--- src/rtl/wb_regfile.sv ---
// rtl/wb_regfile.sv - write-back register file: 32 GPRs plus HI/LO, bypassed reads, write counter
//
// Ports:
//   clk               rising-edge clock
//   rst               asynchronous reset, active-low
//   we/waddr/wdata    GPR write from write-back
//   whilo/hi_i/lo_i   HI/LO pair write from write-back
//   re1/raddr1/rdata1 read port 1 (combinational, bypassed)
//   re2/raddr2/rdata2 read port 2 (combinational, bypassed)
//   hi_o/lo_o         current HI/LO (combinational, bypassed)
//   wr_count          wrapping count of committed write events

module wb_regfile #(
    parameter int DATA_W   = 32,
    parameter int ADDR_W   = 5,
    parameter int NUM_REGS = 32
) (
    input  logic              clk,
    input  logic              rst,
    input  logic              we,
    input  logic [ADDR_W-1:0] waddr,
    input  logic [DATA_W-1:0] wdata,
    input  logic              whilo,
    input  logic [DATA_W-1:0] hi_i,
    input  logic [DATA_W-1:0] lo_i,
    input  logic              re1,
    input  logic [ADDR_W-1:0] raddr1,
    output logic [DATA_W-1:0] rdata1,
    input  logic              re2,
    input  logic [ADDR_W-1:0] raddr2,
    output logic [DATA_W-1:0] rdata2,
    output logic [DATA_W-1:0] hi_o,
    output logic [DATA_W-1:0] lo_o,
    output logic [31:0]       wr_count
);

    logic [DATA_W-1:0] r_regs [NUM_REGS];
    logic [DATA_W-1:0] r_hi;
    logic [DATA_W-1:0] r_lo;
    logic [31:0]       r_wr_count;

    // Writes to register 0 are discarded and do not count as events.
    logic        w_gpr_wr;
    logic [31:0] w_cnt_inc;

    assign w_gpr_wr  = we && (waddr != '0);
    assign w_cnt_inc = {31'd0, w_gpr_wr} + {31'd0, whilo};

    always_ff @(posedge clk or negedge rst) begin
        if (!rst) begin
            for (int i = 0; i < NUM_REGS; i++) begin
                r_regs[i] <= '0;
            end
        end else if (w_gpr_wr) begin
            r_regs[waddr] <= wdata;
        end
    end

    always_ff @(posedge clk or negedge rst) begin
        if (!rst) begin
            r_hi <= '0;
            r_lo <= '0;
        end else if (whilo) begin
            r_hi <= hi_i;
            r_lo <= lo_i;
        end
    end

    always_ff @(posedge clk or negedge rst) begin
        if (!rst) begin
            r_wr_count <= '0;
        end else begin
            r_wr_count <= r_wr_count + w_cnt_inc;
        end
    end

    assign wr_count = r_wr_count;

    // Read port 1: the in-flight write wins over storage so decode sees it
    // in the same cycle it is committed.
    always_comb begin
        rdata1 = '0;
        if (!rst || !re1 || (raddr1 == '0)) begin
            rdata1 = '0;
        end else if (we && (waddr == raddr1)) begin
            rdata1 = wdata;
        end else begin
            rdata1 = r_regs[raddr1];
        end
    end

    always_comb begin
        rdata2 = '0;
        if (!rst || !re2 || (raddr2 == '0)) begin
            rdata2 = '0;
        end else if (we && (waddr == raddr2)) begin
            rdata2 = wdata;
        end else begin
            rdata2 = r_regs[raddr2];
        end
    end

    always_comb begin
        hi_o = '0;
        lo_o = '0;
        if (!rst) begin
            hi_o = '0;
            lo_o = '0;
        end else if (whilo) begin
            hi_o = hi_i;
            lo_o = lo_i;
        end else begin
            hi_o = r_hi;
            lo_o = r_lo;
        end
    end

endmodule

--- config.mk ---
export PLATFORM = sky130hd
export DESIGN_NAME = wb_regfile
export DESIGN_NICKNAME = d
export VERILOG_FILES = /design/src/rtl/wb_regfile.sv
export SDC_FILE = /design/constraint.sdc
export NUM_CORES = 2
export LEC_CHECK = 0
export BUFFER_PORTS_ARGS = -buffer_cell sky130_fd_sc_hd__buf_2
export CORE_ASPECT_RATIO = 0.75
export CORE_MARGIN = 4
export CORE_UTILIZATION = 60
export DETAILED_ROUTE_END_ITERATION = 6
export PLACE_DENSITY = 0.8
export SLEW_MARGIN = 20
export SYNTH_ARGS = -nofsm -noshare
export SYNTH_HDL_FRONTEND = slang
export SYNTH_SLANG_ARGS = --single-unit
--- constraint.sdc ---
create_clock -name clk -period 3 [get_ports clk]
set_input_delay 0.15 -clock clk [delete_from_list [all_inputs] [get_ports clk]]
set_output_delay 0.15 -clock clk [all_outputs]
set_load 0.01 [all_outputs]
-- Yosys cells after proc, flatten, opt, wreduce, memory -nomap -nowiden
Index checks and enable logic that the tools add are counted.
- register bits after elaboration: 1120
- input port bits: 117
- output and inout bits: 160
- logic and storage cells: 77
- $add $sub $neg: 2
- $lt $le $gt $ge: 4
- equality and inequality tests: 2
- mux-type cells: 17
- bitwise operators: 3
- reductions and logical operators: 14
- operators by type and width (kind ; count):
    $bwmux W1024 ; 1
    $mux W32 ; 13
    $bmux W32 S5 ; 2
    $demux W32 S5 ; 1
    $add A32 B2 Y32 ; 1
    $ge A6 B6 Y1 const B ; 3
    $not A5 Y6 ; 3
    $eq A5 B5 Y1 ; 2
    $logic_not A5 Y1 ; 2
    $lt A6 B1 Y1 const B ; 1
    $reduce_bool A5 Y1 ; 1
    $logic_and A1 B1 Y1 ; 4
    $logic_or A1 B1 Y1 ; 4
    $logic_not A1 Y1 ; 3
    $add A1 B1 Y2 ; 1

-- Depth between registers and ports, before layout
- depth in word-level cells: 6
- depth in mapped cells: 12
- mapped depth without buffers: 11

-- Worst setup path after synthesis
Ideal clock, no wire load.
- kind: input port to flip-flop
- start: input whilo
- end: register r_wr_count[28], in the netlist wr_count[28]
- library setup time: 0.126 ns
- arrival time: 2.671 ns
- data required time: 2.874 ns
- setup slack: 0.203 ns
- stages on the path: 11
- path buffers: 2
- cells stage by stage: clkbuf_1 -> clkbuf_1 -> inv_1 -> fa_1 -> inv_1 -> ha_1 -> and3_1 -> nand3_1 -> nor3_1 -> nand4_1 -> xnor2_1
- word-level cells in the longest chain between the ends: 2
- RTL lines (what ; RTL line ; text):
    start, declared ; 23 ; input logic whilo,
    $add A1 B1 Y2 ; 47 ; assign w_cnt_inc = {31'd0, w_gpr_wr} + {31'd0, whilo};
    $add A32 B2 Y32 ; 73 ; r_wr_count <= r_wr_count + w_cnt_inc;
    end signal, assigned ; 73 ;
    end, declared ; 40 ; logic [31:0] r_wr_count;
Every way passes these cells.
A chain may end at the register's enable or synchronous reset.

-- Final worst setup path
- start: register r_regs[430] (netlist bit)
- end: output rdata2[14]
- word-level cells in the longest chain between the ends: 5
- RTL lines (what ; RTL line ; text):
    start, declared ; 37 ; logic [DATA_W-1:0] r_regs [NUM_REGS];
    start signal, assigned by index ; 55 ; r_regs[waddr] <= wdata;
    $bmux W32 S5 ; 99 ; rdata2 = r_regs[raddr2];
    $mux W32 (not written as such) (2 in a row) ; 99 ;
    $mux W32 ; 96 ; end else if (we && (waddr == raddr2)) begin
    $mux W32 ; 94 ; if (!rst || !re2 || (raddr2 == '0)) begin
    end, declared ; 31 ; output logic [DATA_W-1:0] rdata2,
Every way passes these cells. The select of a mux whose other input is x is not followed.

==> load_flow_metrics.sql <==
INSERT INTO impl_metrics (metric_group, metric, value, unit) VALUES
('floorplan', 'start_util', '60.8', '%'),
('detailed_routing', 'drt_drc', '1', ''),
('sta', 'timing.setup.tns', '0', 'ns'),
('logic_synthesis', 'ys_dominant_reg_cell', 'sky130_fd_sc_hd__dfrtp_1', ''),
('layout', 'finish.utilization', '68.9', '%'),
('logic_synthesis', 'synthesis.yosys.warnings', '0', ''),
('setup_path', 'critical_path_required', '2.85', 'ns'),
('layout', 'final_layout_size_suffix_gt1_share', '48.4', '%'),
('sta', 'hold_viol', '0', ''),
('floorplan', 'die-area', '104000', 'sq um'),
('clocking', 'cts_setup_buffers', '0', ''),
('logic_synthesis', 'most_common_cell_in_the_netlist', 'sky130_fd_sc_hd__dfrtp_1', ''),
('place', 'post-place-cells', '5505', ''),
('logic_synthesis', 'synth-adder-area-share', '0.0547', '%'),
('logic_synthesis', 'netlist_instances', '4180', ''),
('logic_synthesis', 'synth.distinct_cells', '52', ''),
('floorplan', 'io_pins', '277', ''),
('logic_synthesis', 'synth-xor-area-share', '0.590', '%'),
('detailed_routing', 'route.vias.total', '42000', ''),
('sta', 'post-route-min-period', '2.95', 'ns'),
('setup_path', 'setup.worst_path.class', 'register to output pin', ''),
('flow_run', 'maxCapViolCount', '0', ''),
('logic_synthesis', 'ys_top_cells_by_area', 'sky130_fd_sc_hd__dfrtp_1 (47%), sky130_fd_sc_hd__mux2_2 (20%), sky130_fd_sc_hd__mux4_2 (15%)', ''),
('logic_synthesis', 'post_synth_most_frequent_cells', 'sky130_fd_sc_hd__dfrtp_1 (1120), sky130_fd_sc_hd__mux2_2 (1056), sky130_fd_sc_hd__mux4_2 (386)', ''),
('global_routing', 'largest_net_degree_at_the_start_of_global_routing', '184', ''),
('layout', 'stdcell_count', '5783', ''),
('logic_synthesis', 'ys_seq_area_share', '47.2', '%'),
('logic_synthesis', 'avgSynthCellArea', '14.2', 'sq um'),
('logic_synthesis', 'synth_mux_area_share', '39.3', '%'),
('logic_synthesis', 'synth-simple-area-share', '2.97', '%'),
('pwr', 'irDropWorstVdd', '504', 'uV'),
('place', 'dp_hpwl', '113000', 'um'),
('floorplan', 'die_height', '281', 'um'),
('sta', 'fmax_achieved', '339', 'MHz'),
('logic_synthesis', 'synth_top_family_by_area', 'multiplexers', ''),
('clocking', 'cts_buffer_depth', '3', ''),
('logic_synthesis', 'synth_register_bits', '1120', ''),
('logic_synthesis', 'synth_compound_gate_area_share', '6.09', '%'),
('outcome', 'status', 'complete, but fails checks', ''),
('detailed_routing', 'post_drt_via_cell_ratio', '7.26', ''),
('floorplan', 'core-area', '97700', 'sq um'),
('logic_synthesis', 'synth-async-reset-ratio', '100', '%'),
('floorplan', 'placement_rows', '99', ''),
('detailed_routing', 'detailed_route_wire_length_per_cell', '32.1', 'um'),
('layout', 'finalInstanceArea', '67300', 'sq um'),
('logic_synthesis', 'synth_largest_area_cell', 'sky130_fd_sc_hd__dfrtp_1', ''),
('sta', 'final_max_slew_violation_count', '0', ''),
('global_routing', 'global_route.usage.total', '35.5', '%'),
('sta', 'period_share', '98.5', '%'),
('setup_path', 'worstPathMaxFanout', '3', ''),
('clocking', 'tritoncts.num_buffers', '111', ''),
('setup_path', 'setup.worst_path.start_class', 'register', ''),
('clocking', 'cts.htree.levels', '3', ''),
('detailed_routing', 'detailedRoute.firstPassIterationCount', '7', ''),
('pwr', 'standby_leakage_power', '0.0298', 'uW'),
('layout', 'net_count_of_the_finished_layout', '4492', ''),
('min_path', 'min_path_type', 'input pin to register', ''),
('clocking', 'tritoncts', 'yes', ''),
('outcome', 'violations', 'DRC', ''),
('clocking', 'worstSkewPairLatency', '0.70', 'ns'),
('global_routing', 'grt_antenna_before_repair', '9', ''),
('place', 'dpl_cell_area', '62600', 'sq um'),
('sta', 'setup_viol', '0', ''),
('logic_synthesis', 'synth_area', '59400', 'sq um'),
('setup_path', 'worst-endpoint-arrival', '2.80', 'ns'),
('place', 'gp_congestion', '0.949', ''),
('global_routing', 'grt_first_pass_wirelength', '276000', 'um'),
('detailed_routing', 'drtAntennaViolNets', '0', ''),
('clocking', 'root_buffer', 'sky130_fd_sc_hd__clkbuf_16', ''),
('sta', 'timing.hold.ws', '0.0992', 'ns'),
('floorplan', 'die_span_x', '371', 'um');
==> report_power, final <==
group / internal, uW / switching, uW
registers: 17900 / 2170
clock network: 9070 / 6160
logic: 5020 / 3850
total: 32000 / 12200
==> flip-flops by register name, summed over array words and instances (netlist names) <==
signal and count:
r_lo 32, wr_count 32, r_regs 1024, r_hi 32
==> layer usage <==
| layer | part of all wire (%) | global-route usage [%] | vias up |
|---|---|---|---|
| met3 | 14 | 13.1 | 613 |
| met5 | 0.12 | 2.43 | - |
| met1 | 38 | 49.8 | 21900 |
| li1 | - | - | 16400 |
| met4 | 4.6 | 13.8 | 10 |
| met2 | 43 | 50.8 | 3046 |
==> per-stage QoR <==
stage / power [uW] / setup slack [ns]
floorplan: 25900 / 0.203
global placement: 28200 / 0.102
detailed placement: 28700 / 0.0619
CTS: 44000 / 0.0665
global route: 45700 / 0.00776
finish: 44200 / 0.0461
==> cell usage in the layout, fill, tap and decap left out, types with 8 or more instances in the layout <==
cell type / count
sky130_fd_sc_hd__a211oi_1: 42
sky130_fd_sc_hd__a21oi_1: 44
sky130_fd_sc_hd__a221o_1: 47
sky130_fd_sc_hd__a221oi_1: 126
sky130_fd_sc_hd__a22oi_1: 84
sky130_fd_sc_hd__a31oi_1: 10
sky130_fd_sc_hd__and2_1: 70
sky130_fd_sc_hd__buf_12: 52
sky130_fd_sc_hd__buf_2: 267
sky130_fd_sc_hd__buf_4: 141
sky130_fd_sc_hd__bufinv_16: 15
sky130_fd_sc_hd__clkbuf_1: 13
sky130_fd_sc_hd__clkbuf_16: 115
sky130_fd_sc_hd__clkbuf_8: 33
sky130_fd_sc_hd__clkinv_2: 21
sky130_fd_sc_hd__dfrtp_1: 1120
sky130_fd_sc_hd__diode_2: 8
sky130_fd_sc_hd__dlygate4sd3_1: 68
sky130_fd_sc_hd__mux2_2: 1056
sky130_fd_sc_hd__mux2i_1: 277
sky130_fd_sc_hd__mux4_2: 386
sky130_fd_sc_hd__nand2_1: 77
sky130_fd_sc_hd__nand2_2: 15
sky130_fd_sc_hd__nand2b_1: 8
sky130_fd_sc_hd__nand3_1: 18
sky130_fd_sc_hd__nand4_1: 8
sky130_fd_sc_hd__nor2_1: 50
sky130_fd_sc_hd__nor2_4: 22
sky130_fd_sc_hd__nor2b_1: 23
sky130_fd_sc_hd__nor3_1: 19
sky130_fd_sc_hd__o21ai_0: 41
sky130_fd_sc_hd__o21ai_1: 32
sky130_fd_sc_hd__o22ai_1: 36
sky130_fd_sc_hd__xnor2_1: 31
sky130_fd_sc_hd__xor2_1: 9
==> kinds of logic (layout without fill, tap and decap cells) <==
logic type | count (synthesis) | count (layout)
other cells | 0 | 8
buf+inv | 464 | 746
mux | 1719 | 1719
flops | 1120 | 1120
fa+ha+maj | 2 | 2
xor+xnor | 40 | 40
compound gates | 486 | 486
simple gates | 349 | 349
==> path summary, 6_finish.rpt <==
check | from | end | slack [ns] | cells past startpoint
setup / recovery | r_regs[430] | rdata2[14] | 0.05 | 7
hold / removal | whilo | wr_count[0] | 0.1 | 4
setup reg to reg | wr_count[0] | wr_count[29] | 0.48 | 7
hold reg to reg | r_regs[1013] | r_regs[1013] | 0.40 | 0
max in group asynchronous | rst | r_regs[312] | 1.41 | 4
min in group asynchronous | rst | r_regs[538] | 0.26 | 3
==> timing repair <==
| action | in CTS | in global routing |
|---|---|---|
| endpoints found under the setup margin | 1 | 0 |
| resized for setup | 1 | 0 |
| endpoints found under the hold margin | 473 | 0 |
| hold buffers | 68 | 0 |
==> cell type report <==
cell class | instances | area [sq um]
Fill cell | 6309 | 30400
Multi-Input combinational cell | 2596 | 29400
Sequential cell | 1120 | 28000
Timing Repair Buffer | 534 | 4200
Clock buffer | 161 | 3380
Tap cell | 1313 | 1640
Clock inverter | 41 | 608
Inverter | 10 | 37.5
Antenna cell | 8 | 20.0
==> worst max-delay path, stage by stage, from the launching register on <==
cell and delay (ns):
sky130_fd_sc_hd__dfrtp_1 0.40, sky130_fd_sc_hd__mux4_2 0.46, sky130_fd_sc_hd__mux2i_1 0.14, sky130_fd_sc_hd__nor2_1 0.06, sky130_fd_sc_hd__o32ai_1 0.61, sky130_fd_sc_hd__nor3_1 0.09, sky130_fd_sc_hd__buf_4 0.19, sky130_fd_sc_hd__buf_2 0.14
No activity file was read; power rests on OpenSTA's default activity.
